**src/rtl/vec_pkg.sv**
```systemverilog
// Shared vector datapath definitions: lane geometry, ALU op codes
// and the store-side FSM state encoding.
package vec_pkg;

   localparam int VEC_LANES = 8;
   localparam int VEC_WIDTH = 4;

   typedef enum logic [1:0] {
      ALU_ADD = 2'b00,
      ALU_MUL = 2'b01,
      ALU_SUB = 2'b10,
      ALU_DIV = 2'b11
   } alu_op_t;

   typedef enum logic [1:0] {
      IDLE,
      WRITE,
      DONE
   } store_state_t;

endpackage

```
**src/rtl/vec_lane_sel.sv**
```systemverilog
// LANES:1 selector returning one lane's element and its mask bit.
module vec_lane_sel #(
   parameter int WIDTH = 4,
   parameter int LANES = 8,
   parameter int IDX_W = 3
) (
   input  logic [LANES*WIDTH-1:0] vec_i,
   input  logic [LANES-1:0]       mask_i,
   input  logic [IDX_W-1:0]       idx_i,
   output logic [WIDTH-1:0]       data_o,
   output logic                   en_o
);

   always_comb begin
      data_o = '0;
      en_o   = 1'b0;
      for (int i = 0; i < LANES; i++) begin
         if (idx_i == IDX_W'(i)) begin
            data_o = vec_i[i*WIDTH +: WIDTH];
            en_o   = mask_i[i];
         end
      end
   end

endmodule

```
**src/rtl/vec_store_unit.sv**
```systemverilog
// Captures one ALU result vector and drains its enabled lanes
// into single-element memory writes with a we/ack handshake.
module vec_store_unit
   import vec_pkg::*;
#(
   parameter int WIDTH  = VEC_WIDTH,
   parameter int LANES  = VEC_LANES,
   parameter int ADDR_W = 8
) (
   input  logic                   clk,
   input  logic                   rst_n,
   input  logic                   in_valid,
   output logic                   in_ready,
   input  logic [LANES*WIDTH-1:0] in_vec,
   input  logic [LANES-1:0]       in_mask,
   input  logic [ADDR_W-1:0]      in_base,
   output logic                   mem_we,
   output logic [ADDR_W-1:0]      mem_addr,
   output logic [WIDTH-1:0]       mem_wdata,
   input  logic                   mem_ack,
   output logic                   busy,
   output logic                   done
);

   localparam int IDX_W = (LANES > 1) ? $clog2(LANES) : 1;
   localparam logic [IDX_W-1:0] LAST = IDX_W'(LANES - 1);

   store_state_t             state_q, state_d;
   logic [IDX_W-1:0]         idx_q, idx_d;
   logic [LANES*WIDTH-1:0]   vec_q, vec_d;
   logic [LANES-1:0]         mask_q, mask_d;
   logic [ADDR_W-1:0]        base_q, base_d;

   logic [WIDTH-1:0]         lane_data;
   logic                     lane_en;

   vec_lane_sel #(
      .WIDTH (WIDTH),
      .LANES (LANES),
      .IDX_W (IDX_W)
   ) u_sel (
      .vec_i  (vec_q),
      .mask_i (mask_q),
      .idx_i  (idx_q),
      .data_o (lane_data),
      .en_o   (lane_en)
   );

   always_ff @(posedge clk or negedge rst_n) begin
      if (!rst_n) begin
         state_q <= IDLE;
         idx_q   <= '0;
         vec_q   <= '0;
         mask_q  <= '0;
         base_q  <= '0;
      end else begin
         state_q <= state_d;
         idx_q   <= idx_d;
         vec_q   <= vec_d;
         mask_q  <= mask_d;
         base_q  <= base_d;
      end
   end

   always_comb begin
      state_d = state_q;
      idx_d   = idx_q;
      vec_d   = vec_q;
      mask_d  = mask_q;
      base_d  = base_q;
      unique case (state_q)
         IDLE: begin
            if (in_valid) begin
               vec_d   = in_vec;
               mask_d  = in_mask;
               base_d  = in_base;
               idx_d   = '0;
               state_d = (in_mask == '0) ? DONE : WRITE;
            end
         end
         WRITE: begin
            // Masked-off lanes burn one cycle so the cost stays fixed.
            if (!lane_en || mem_ack) begin
               if (idx_q == LAST) begin
                  state_d = DONE;
               end else begin
                  idx_d = idx_q + 1'b1;
               end
            end
         end
         DONE: begin
            state_d = IDLE;
         end
         default: begin
            state_d = IDLE;
         end
      endcase
   end

   assign in_ready  = (state_q == IDLE);
   assign busy      = (state_q == WRITE) || (state_q == DONE);
   assign done      = (state_q == DONE);
   assign mem_we    = (state_q == WRITE) && lane_en;
   assign mem_addr  = (state_q == WRITE) ? base_q + ADDR_W'(idx_q) : '0;
   assign mem_wdata = (state_q == WRITE) ? lane_data : '0;

endmodule

```
**config.mk**
```make
export PLATFORM = sky130hd
export DESIGN_NAME = vec_store_unit
export DESIGN_NICKNAME = d
export VERILOG_FILES = /design/src/rtl/vec_pkg.sv /design/src/rtl/vec_lane_sel.sv /design/src/rtl/vec_store_unit.sv
export SDC_FILE = /design/constraint.sdc
export NUM_CORES = 1
export LEC_CHECK = 0
export CAP_MARGIN = 20
export CELL_PAD_IN_SITES_DETAIL_PLACEMENT = 0
export CELL_PAD_IN_SITES_GLOBAL_PLACEMENT = 1
export CORE_ASPECT_RATIO = 1.1
export CORE_MARGIN = 3
export CORE_UTILIZATION = 49
export CTS_CLUSTER_DIAMETER = 150
export DETAILED_ROUTE_END_ITERATION = 10
export DONT_BUFFER_PORTS = 1
export GPL_ROUTABILITY_DRIVEN = 0
export PLACE_DENSITY = 0.79
export SETUP_SLACK_MARGIN = 0.2
export SLEW_MARGIN = 5
export SYNTH_ARGS = -nofsm -noshare
export SYNTH_HDL_FRONTEND = slang
export SYNTH_SLANG_ARGS = --single-unit
```
**constraint.sdc**
```tcl
create_clock -name clk -period 2.65 [get_ports clk]
set_clock_uncertainty 0.05 [all_clocks]
set_input_delay 0.53 -clock clk [delete_from_list [all_inputs] [get_ports clk]]
set_output_delay 0.53 -clock clk [all_outputs]
set_load 0.005 [all_outputs]
```
==> run metrics, run 1 <==
run status complete, no violations; initial core utilization 52.3%; number of nets at the end of the flow 336; smallest hold slack approximately 0.017 ns; fin util 61.6%; average size of a mapped cell 11.3 um^2; post-synthesis register bit count 53; number of nets with antenna violations after detailed routing 0; mean number of vias per cell 5.71; syn nets 323; cell with the most instances after synthesis dfrtp_1; post-synthesis compound-gate area fraction ~14%; highest clock rate 387 MHz; TritonCTS clock tree done; die area 0.00691 mm^2; biggest fanout along the worst timing path 4; via count of the first global-routing pass 2095; RSZ-0062 raised after global routing true; peak supply drop 0.616 mV; path category of the worst min-delay check in -> async; power density over cell area between 1000 and 1500 mW/mm^2; static leakage 0.00143 uW; worst path required time around 2.1 ns; number of failing hold endpoints at the final stage 0; CP startpoint kind flop; netlist area before placement 0.00291 mm^2; clock latency reported for the late side of the worst-skew pair approximately 0.30 ns; Async SR Flop Fraction 100%; Synth Area in Simple Gates 10.3%; standard-cell rows 28; actual transition at the worst max-transition pin 0.382 ns; clock transition at the register clock pins on the worst setup and hold paths after CTS ~0.090 ns; sequential share of the synthesized area a little under half; count of final max-slew check failures 0; xor and xnor area share after synthesis 1.50%; total half-perimeter wirelength after legalization and detailed placement 4390 um; CTS Buf Count 5; height of the die between 80 and 90 um; Post-Synthesis Cells 258; DIE WIDTH 79.5 um; remaining global-route overflow 0; number of flops mapped to enable cells by yosys 0; largest buffer count on any clock path 2; data arrival time of the critical path 2.00 ns; # H-tree levels 2; worst slew margin relative to its limit roughly 74%; Primary FF master, synth dfrtp_1; Cell variety after synth 44; total of warnings raised by yosys 0; count of boundary I/O pins 68; placeable core region 0.00557 mm^2; global-route wire length before repair between 10000 and 15000 um; Final Total Pwr 4030 uW; diode count 0; largest net degree at the start of global routing between 50 and 60; Max Cap Violations 0; root buffer selected by CTS clkbuf_8; count of vias placed by the detailed router 1981; Crit Path Category reg -> out; Synth top area share 45.5%; ratio of final minimum period to clock period between 90% and 100%; IO Port Bufs 0; Tmin final 2.58 ns; Crit. End Element output pin; adder-cell share of the synthesized area 5.84%; gr usage total 19.1%; Area Growth Syn to Fin 17.8%; total iterations of the first detailed-routing run 4; Area contributors post-synth dfrtp_1, mux2_2, ha_1; final setup violating endpoints 0; main combinational cell family by area after synthesis multiplexers; commonest cells in the synthesized netlist dfrtp_1, mux2_2, nand2_1; leading area contributor after synthesis dfrtp_1; average routed wire per standard cell ~18 um; Iter 0 DRT Violations 59; layout cell share with drive strength beyond 1 41.5%; antenna violations before repair 0; number of remaining DRC errors 0; clock sinks 53; mux cell area share after synthesis 19.4%; routed wire length 6140 um
[stage by stage]
| stage | area [um^2] | setup TNS [ns] | setup slack (ns) | std cells |
|---|---|---|---|---|
| after floorplan | 2910 | 0 | 0.346 | 258 |
| after global placement | 3050 | 0 | 0.131 | 331 |
| after detailed placement | 3050 | 0 | 0.0390 | 331 |
| after CTS | 3380 | 0 | 0.0615 | 345 |
| after global routing | 3430 | -0.128 | -0.0422 | 347 |
| final | 3430 | 0 | 0.0673 | 347 |
[where the power goes]
part | switching [uW] | internal, uW
sequential | 295 | 1210
clock | 266 | 307
combinational | 868 | 1080
total | 1430 | 2600
[flip-flops by register name, indices dropped and copies added, names as in the netlist]
register,flops
idx_q,3
mask_q,8
base_q,8
vec_q,32
state_q,2
[worst max-delay path: stages, from the launching register on]
cell and delay [ns]:
dfrtp_2 0.46, ha_2 0.21, fa_2 0.36, a21oi_2 0.14
nor2b_1 0.07, and3_1 0.20, xnor2_1 0.12, nor2b_1 0.14
[metal layers]
layer,global-route usage (%),share of wire [%],vias to the layer above
li1,-,-,956
met1,25.6,45,966
met2,30.4,48,53
met3,4.35,5.2,6
met4,6.41,1.2,0
met5,0,0,-
[final timing paths]
path                                  startpoint                endpoint  slack, ns  depth (start not counted)
setup / recovery            idx_q[0]$_DFFE_PN0P_             mem_addr[6]       0.07                          7
hold / removal                             rst_n  state_q[0]$_DFFE_PN0P_       0.02                          1
setup reg to reg            idx_q[0]$_DFFE_PN0P_    idx_q[2]$_DFFE_PN0P_       0.41                          8
hold reg to reg            vec_q[11]$_DFFE_PN0P_   vec_q[11]$_DFFE_PN0P_       0.47                          1
max in group asynchronous                  rst_n   vec_q[24]$_DFFE_PN0P_       2.30                          1
min in group clk                       in_vec[3]    vec_q[3]$_DFFE_PN0P_       0.32                          1
[layout by cell type, fill, tap and decap left out, drive strengths merged, types with 2 or more instances in the layout]
master / Yosys / routed
a22o: 3 / 3
o21ai: 15 / 15
clkbuf: 8 / 6
nor3: 6 / 6
nor4: 2 / 2
buf: 7 / 21
inv: 10 / 10
nor2b: 10 / 10
dfrtp: 53 / 53
a21oi: 16 / 16
xor2: 2 / 2
nand3: 4 / 4
ha: 12 / 12
and3: 2 / 2
nand2b: 2 / 2
xnor2: 3 / 3
mux2: 49 / 49
a32oi: 2 / 2
o211a: 2 / 2
a221o: 4 / 4
nor2: 6 / 6
and2: 5 / 5
o31ai: 3 / 3
nand2: 17 / 17
a22oi: 2 / 2
[final cells by class]
type	count	area (um^2)
clock buffers	6	82.6
fillers	443	2140
multi-input cells	180	1640
repair buffers	21	210
flip-flops and latches	53	1330
well taps	75	93.8
inverters	10	40.0
clock inverters	2	37.5
[cell families after synthesis]
kind of cell | count (synthesis)
xor gates and xnor gates | 5
DFF | 53
buffers and inverters | 25
AOI/OAI and AO/OA | 55
adders and majority gates | 13
muxes | 50
and+or+nand+nor | 57
[what timing repair did]
action / CTS / global route
pin swaps: 7 / 8
setup buffers: 5 / 2
hold endpoints to repair: 53 / 0
gates resized for setup: 34 / 7
endpoints found under the setup margin: 11 / 9
gates cloned: 0 / 0
hold buffers: 1 / 0
(Power assumes the default switching activity.)
==> inputs of run 2 (changes only) <==
--- a/config.mk
+++ b/config.mk
@@ -21,3 +21,4 @@
 export SYNTH_ARGS = -nofsm -noshare
 export SYNTH_HDL_FRONTEND = slang
 export SYNTH_SLANG_ARGS = --single-unit
+export TNS_END_PERCENT = 5
==> run metrics, run 2 (synthesized netlist as in run 1, its figures left out) <==
count of boundary I/O pins 68; area taken by flip-flops and latches 0.00133 mm^2; die area 0.00691 mm^2; root buffer selected by CTS clkbuf_8; clock latency reported for the late side of the worst-skew pair 0.30 ns; highest clock rate roughly 380 MHz; gr usage total 19.0%; number of nets with antenna violations after detailed routing 0; Tmin final 2.60 ns; ratio of final minimum period to clock period 98.2%; data arrival time of the critical path between 2 and 2.5 ns; number of flip-flops under the largest register name 32; antenna violations before repair 0; filler cell count 444; IO Port Bufs 0; mean number of vias per cell 5.72; # H-tree levels 2; TritonCTS clock tree done; clock transition at the register clock pins on the worst setup and hold paths after CTS 0.09 ns; largest net degree at the start of global routing 54; number of nets at the end of the flow 334; total half-perimeter wirelength after legalization and detailed placement 4390 um; initial core utilization between 50% and 60%; smallest hold slack 0.0182 ns; diode count 0; most common library cell in the layout ignoring fill and taps dfrtp_1; fin util 60.7%; biggest fanout along the worst timing path 4; number of remaining DRC errors 0; Final Total Pwr around 4000 uW; remaining global-route overflow 0; footprint of the multi-input gates ~0.0016 mm^2; layout cell share with drive strength beyond 1 39.3%; post-route standard cell area excluding fillers 0.00338 mm^2; commonest cells after routing, fill and taps aside dfrtp_1, mux2_2, nand2_1, buf_4, o21ai_0; CTS Buf Count 5; count of final max-slew check failures 0; path category of the worst min-delay check in -> async; DIE WIDTH ~80 um; Placement Cell Area 0.00305 mm^2; average routed wire per standard cell 17.6 um; height of the die 86.9 um; run status complete, no violations; Iter 0 DRT Violations 69; actual transition at the worst max-transition pin about 0.31 ns; Crit. End Element output pin; clock sinks between 50 and 60; number of failing hold endpoints at the final stage 0; CP startpoint kind flop; power density over cell area 1170 mW/mm^2; total iterations of the first detailed-routing run 4; worst path required time 2.07 ns; count of vias placed by the detailed router between 1500 and 2000; Regs by FF count vec_q x32, base_q x8, mask_q x8; RSZ-0062 raised after global routing true; Max Cap Violations 0; final setup violating endpoints 0; worst slew margin relative to its limit 79.0%; Crit Path Category reg -> out; static leakage 0.00142 uW; peak supply drop a little over 0.6 mV; placeable core region around 0.0056 mm^2; global-route wire length before repair 10300 um; via count of the first global-routing pass approximately 2100; most flop-heavy register vec_q; standard-cell rows 28; largest buffer count on any clock path 2; routed wire length 6070 um; Area Growth Syn to Fin 16.0%
[run 2: cell types whose count changed in the layout (fill, tap and decap cells not counted), sizes merged]
cell / delta
buf: -2
[run 2: repair_timing]
action	CTS	global route
endpoints found under the setup margin	11	10
hold endpoints to repair	53	0
hold buffers	1	0
buffers inserted	5	0
resized for setup	24	10
pin swaps	6	1
[run 2: power by group]
group / internal, uW / switching (uW) / total (uW)
clock network: 307 / 263 / 570
logic: 1050 / 842 / 1890
registers: 1210 / 287 / 1500
[run 2: cell type report]
type / instances / share of cell area (%)
multi-input combinational: 180 / 47.5
inverter: 10 / 1.11
clock inverter: 2 / 1.11
tap: 75 / 2.78
sequential: 53 / 39.3
clock buffer: 6 / 2.44
timing repair buffer: 19 / 5.77
[run 2: metal layers]
layer  global-route usage [%]  vias up  routed length, um  share of wire [%]
met3                     4.35        7                318                5.2
li1                         -      952                  -                  -
met2                     30.8       54               2940                 48
met4                     5.94        0                 87                1.4
met5                        0        -                  0                  0
met1                     25.4      961               2720                 45
[run 2: final timing paths]
check	depth (start not counted)	slack, ns	to	start
setup reg to reg	8	0.43	idx_q[0]$_DFFE_PN0P_	idx_q[0]$_DFFE_PN0P_
hold / removal	1	0.02	state_q[0]$_DFFE_PN0P_	rst_n
max in group asynchronous	1	2.30	vec_q[24]$_DFFE_PN0P_	rst_n
min in group clk	1	0.32	vec_q[3]$_DFFE_PN0P_	in_vec[3]
setup / recovery	7	0.05	mem_addr[6]	idx_q[0]$_DFFE_PN0P_
hold reg to reg	1	0.47	vec_q[11]$_DFFE_PN0P_	vec_q[11]$_DFFE_PN0P_
[run 2: critical path, stage by stage, from the launching register on]
cell     delay, ns
dfrtp_2       0.46
ha_2          0.21
fa_2          0.37
a21oi_2       0.15
nor2b_1       0.08
and3_1        0.19
xnor2_1       0.12
nor2b_1       0.14
[run 2: through the flow]
stage,setup TNS [ns],cells,setup WS [ns]
floorplan,0,258,0.346
global placement,0,331,0.131
detailed placement,0,331,0.0390
CTS,0,345,0.0615
global route,-0.160,345,-0.0462
finish,0,345,0.0489
==> inputs of run 3 (changes only) <==
--- a/config.mk
+++ b/config.mk
@@ -5,17 +5,18 @@
 export SDC_FILE = /design/constraint.sdc
 export NUM_CORES = 1
 export LEC_CHECK = 0
+export ABC_AREA = 1
 export CAP_MARGIN = 20
 export CELL_PAD_IN_SITES_DETAIL_PLACEMENT = 0
 export CELL_PAD_IN_SITES_GLOBAL_PLACEMENT = 1
 export CORE_ASPECT_RATIO = 1.1
 export CORE_MARGIN = 3
-export CORE_UTILIZATION = 49
+export CORE_UTILIZATION = 47
 export CTS_CLUSTER_DIAMETER = 150
 export DETAILED_ROUTE_END_ITERATION = 10
 export DONT_BUFFER_PORTS = 1
 export GPL_ROUTABILITY_DRIVEN = 0
-export PLACE_DENSITY = 0.79
+export PLACE_DENSITY = 0.78
 export SETUP_SLACK_MARGIN = 0.2
 export SLEW_MARGIN = 5
 export SYNTH_ARGS = -nofsm -noshare
==> run metrics, run 3 <==
root buffer selected by CTS clkbuf_8; worst slew margin relative to its limit 69.6%; routed wire length 6360 um; run status complete, no violations; r2r endpoint idx_q[0]$_DFFE_PN0P_; mean number of vias per cell 5.38; count of final max-slew check failures 0; average routed wire per standard cell 16.0 um; remaining global-route overflow 0; Setup TNS Final 0 ns; RSZ-0062 raised after global routing true; number of failing hold endpoints at the final stage 0; clock transition at the register clock pins on the worst setup and hold paths after CTS 0.09 ns; number of buffer and inverter instances along the worst setup path 1; syn nets 376; layout cell share with drive strength beyond 1 29.3%; R2R depth 17; number of nets with antenna violations after detailed routing 0; most frequent cell on the critical path nand3_1; Crit Path Category reg -> out; antenna violations before repair 0; netlist area before placement 0.00289 mm^2; post-route standard cell area excluding fillers 0.00328 mm^2; number of remaining DRC errors 0; biggest fanout along the worst timing path 9; TritonCTS clock tree done; path category of the worst min-delay check in -> async; clock sinks between 50 and 60; flop2flop setup slack 0.70 ns; post-synthesis register bit count 53; Synth top area share a little under half; most common library cell in the layout ignoring fill and taps nand2_1; actual transition at the worst max-transition pin ~0.45 ns; placeable core region 0.00588 mm^2; CTS Buf Count 5; Area Growth Syn to Fin 13.5%; initial core utilization about half; ratio of final minimum period to clock period a little over nine tenths; Tmin final 2.49 ns; Regs by FF count vec_q x32, base_q x8, mask_q x8; # H-tree levels 2; die area 0.00713 mm^2; peak supply drop about 0.47 mV; gr usage total 18.7%; most flop-heavy register vec_q; number of nets at the end of the flow 385; average size of a mapped cell 9.29 um^2; fin util approximately 56%; height of the die 88.2 um; Placement Cell Area 0.00297 mm^2; area taken by flip-flops and latches 0.00133 mm^2; standard-cell rows 29; Async SR Flop Fraction 100%; CP startpoint kind flop; total half-perimeter wirelength after legalization and detailed placement around 4600 um; slowest library cell on the worst path dfrtp_2; total iterations of the first detailed-routing run 4; commonest cells after routing, fill and taps aside nand2_1, dfrtp_1, mux2_2, inv_1, nor2_1; DIE WIDTH 80.8 um; count of boundary I/O pins 68; setup slack at placement 0.281 ns; largest delay contributor family on the critical path simple AND/OR/NAND/NOR gates; Crit. End Element output pin; Cell variety after synth 30; data arrival time of the critical path 1.91 ns; clock latency reported for the late side of the worst-skew pair 0.30 ns; final setup violating endpoints 0; cell with the most instances after synthesis nand2_1; IO Port Bufs 0; static leakage 0.00157 uW; number of flip-flops under the largest register name 32; sequential share of the synthesized area 45.9%; leading area contributor after synthesis dfrtp_1; highest clock rate between 400 and 500 MHz; power density over cell area 1060 mW/mm^2; final standard cell count with taps included and fillers excluded between 300 and 400; launch instance of the worst register-to-register path idx_q[1]$_DFFE_PN0P_; Area contributors post-synth dfrtp_1, mux2_2, nand2_1; Primary FF master, synth dfrtp_1; instance count after placement with tap cells included 380; peak per-stage delay on the critical path 0.47 ns; largest buffer count on any clock path 2; Post-Synthesis Cells between 300 and 400; number of flops mapped to enable cells by yosys 0; global-route wire length before repair 10100 um; total of warnings raised by yosys 0; via count of the first global-routing pass 2121; filler cell count 570; worst path setup slack after routing 0.158 ns; commonest cells in the synthesized netlist nand2_1, dfrtp_1, mux2_2; largest net degree at the start of global routing 54; Iter 0 DRT Violations 120; Max Cap Violations 0; diode count 0; series of cell instances along the critical path buf_4, ha_2, nand2_4, nand3_1, o211ai_1, nand3_1, o211ai_1, nand3_1, nand2_1, nand2_2; worst path required time roughly 2.1 ns; count of vias placed by the detailed router 2141; footprint of the multi-input gates roughly 0.0015 mm^2
run 3: changes by cell type after synthesis, moves of 7 or more:
cell and delta:
nand2_1 +44, inv_1 +25, nand3_1 +21, nor2_1 +17, mux2_2 -12, nor2b_1 -10
o211ai_1 +8, nand4_1 +7
run 3: cell families (layout without fill, tap and decap cells):
group	after synthesis	in the layout	share of synthesized area, %
AND/OR/NAND/NOR	132	132	21.3
flip-flops	53	53	45.9
buffers and inverters	46	56	6.62
multiplexers	36	36	14.0
AO/OA/AOI/OAI	31	31	6.23
adder cells (fa/ha/maj)	13	13	5.89
run 3: through the flow:
step	hold slack, ns	power, uW
after CTS	0.0273	3430
after global placement	0.186	2810
after floorplan	0.184	2520
after global routing	0.0324	3800
final	0.0252	3490
after detailed placement	0.186	2850
run 3: cell type report:
class / instances / share of cell area [%]
multi-input cells: 212 / 45.2
inverters: 36 / 4.35
clock buffers: 7 / 2.94
flip-flops and latches: 53 / 40.6
well taps: 77 / 2.94
clock inverters: 1 / 0.153
repair buffers: 12 / 3.85
run 3: worst reg2reg max path: stages, from the launching register on:
cell,delay [ns]
dfrtp_2,0.47
inv_4,0.10
ha_4,0.14
inv_2,0.04
nor2_4,0.16
buf_4,0.13
nand2_1,0.04
nand3_1,0.06
nand2_1,0.05
nand2_1,0.06
nand2_1,0.05
nand2_1,0.06
nand2_2,0.08
nand2_2,0.08
nand3_4,0.10
nand3_2,0.10
nand2_1,0.05
nand2_1,0.07
run 3: where the power goes:
group,total [uW],switching [uW],internal (uW)
combinational,1530,791,734
sequential,1470,264,1200
clock,498,261,237
total,3490,1320,2170
run 3: how the worst max path moves through the flow:
stage	startpoint	end	slack, ns	depth (start not counted)
after floorplan	idx_q[1]$_DFFE_PN0P_	mem_we	0.55	11
after global placement	idx_q[0]$_DFFE_PN0P_	mem_we	0.30	11
after detailed placement	idx_q[1]$_DFFE_PN0P_	mem_we	0.28	11
after CTS	idx_q[0]$_DFFE_PN0P_	mem_we	0.16	11
after global routing	idx_q[1]$_DFFE_PN0P_	mem_wdata[0]	0.04	12
final	idx_q[1]$_DFFE_PN0P_	mem_wdata[2]	0.16	10
run 3: per-layer routing:
layer / vias to the layer above / part of all wire (%) / track usage (%)
met1: 1024 / 44 / 24.9
li1: 1046 / - / -
met3: 4 / 7.4 / 5.30
met4: 0 / 0.49 / 6.30
met5: - / 0 / 0
met2: 67 / 48 / 29.5
run 3: timing repair:
item / CTS / global route
setup endpoints to repair: 9 / 9
buffers inserted: 5 / 4
hold endpoints to repair: 53 / 0
hold buffers: 1 / 0
cloned: 0 / 0
resized for setup: 14 / 19
pin swaps: 1 / 10
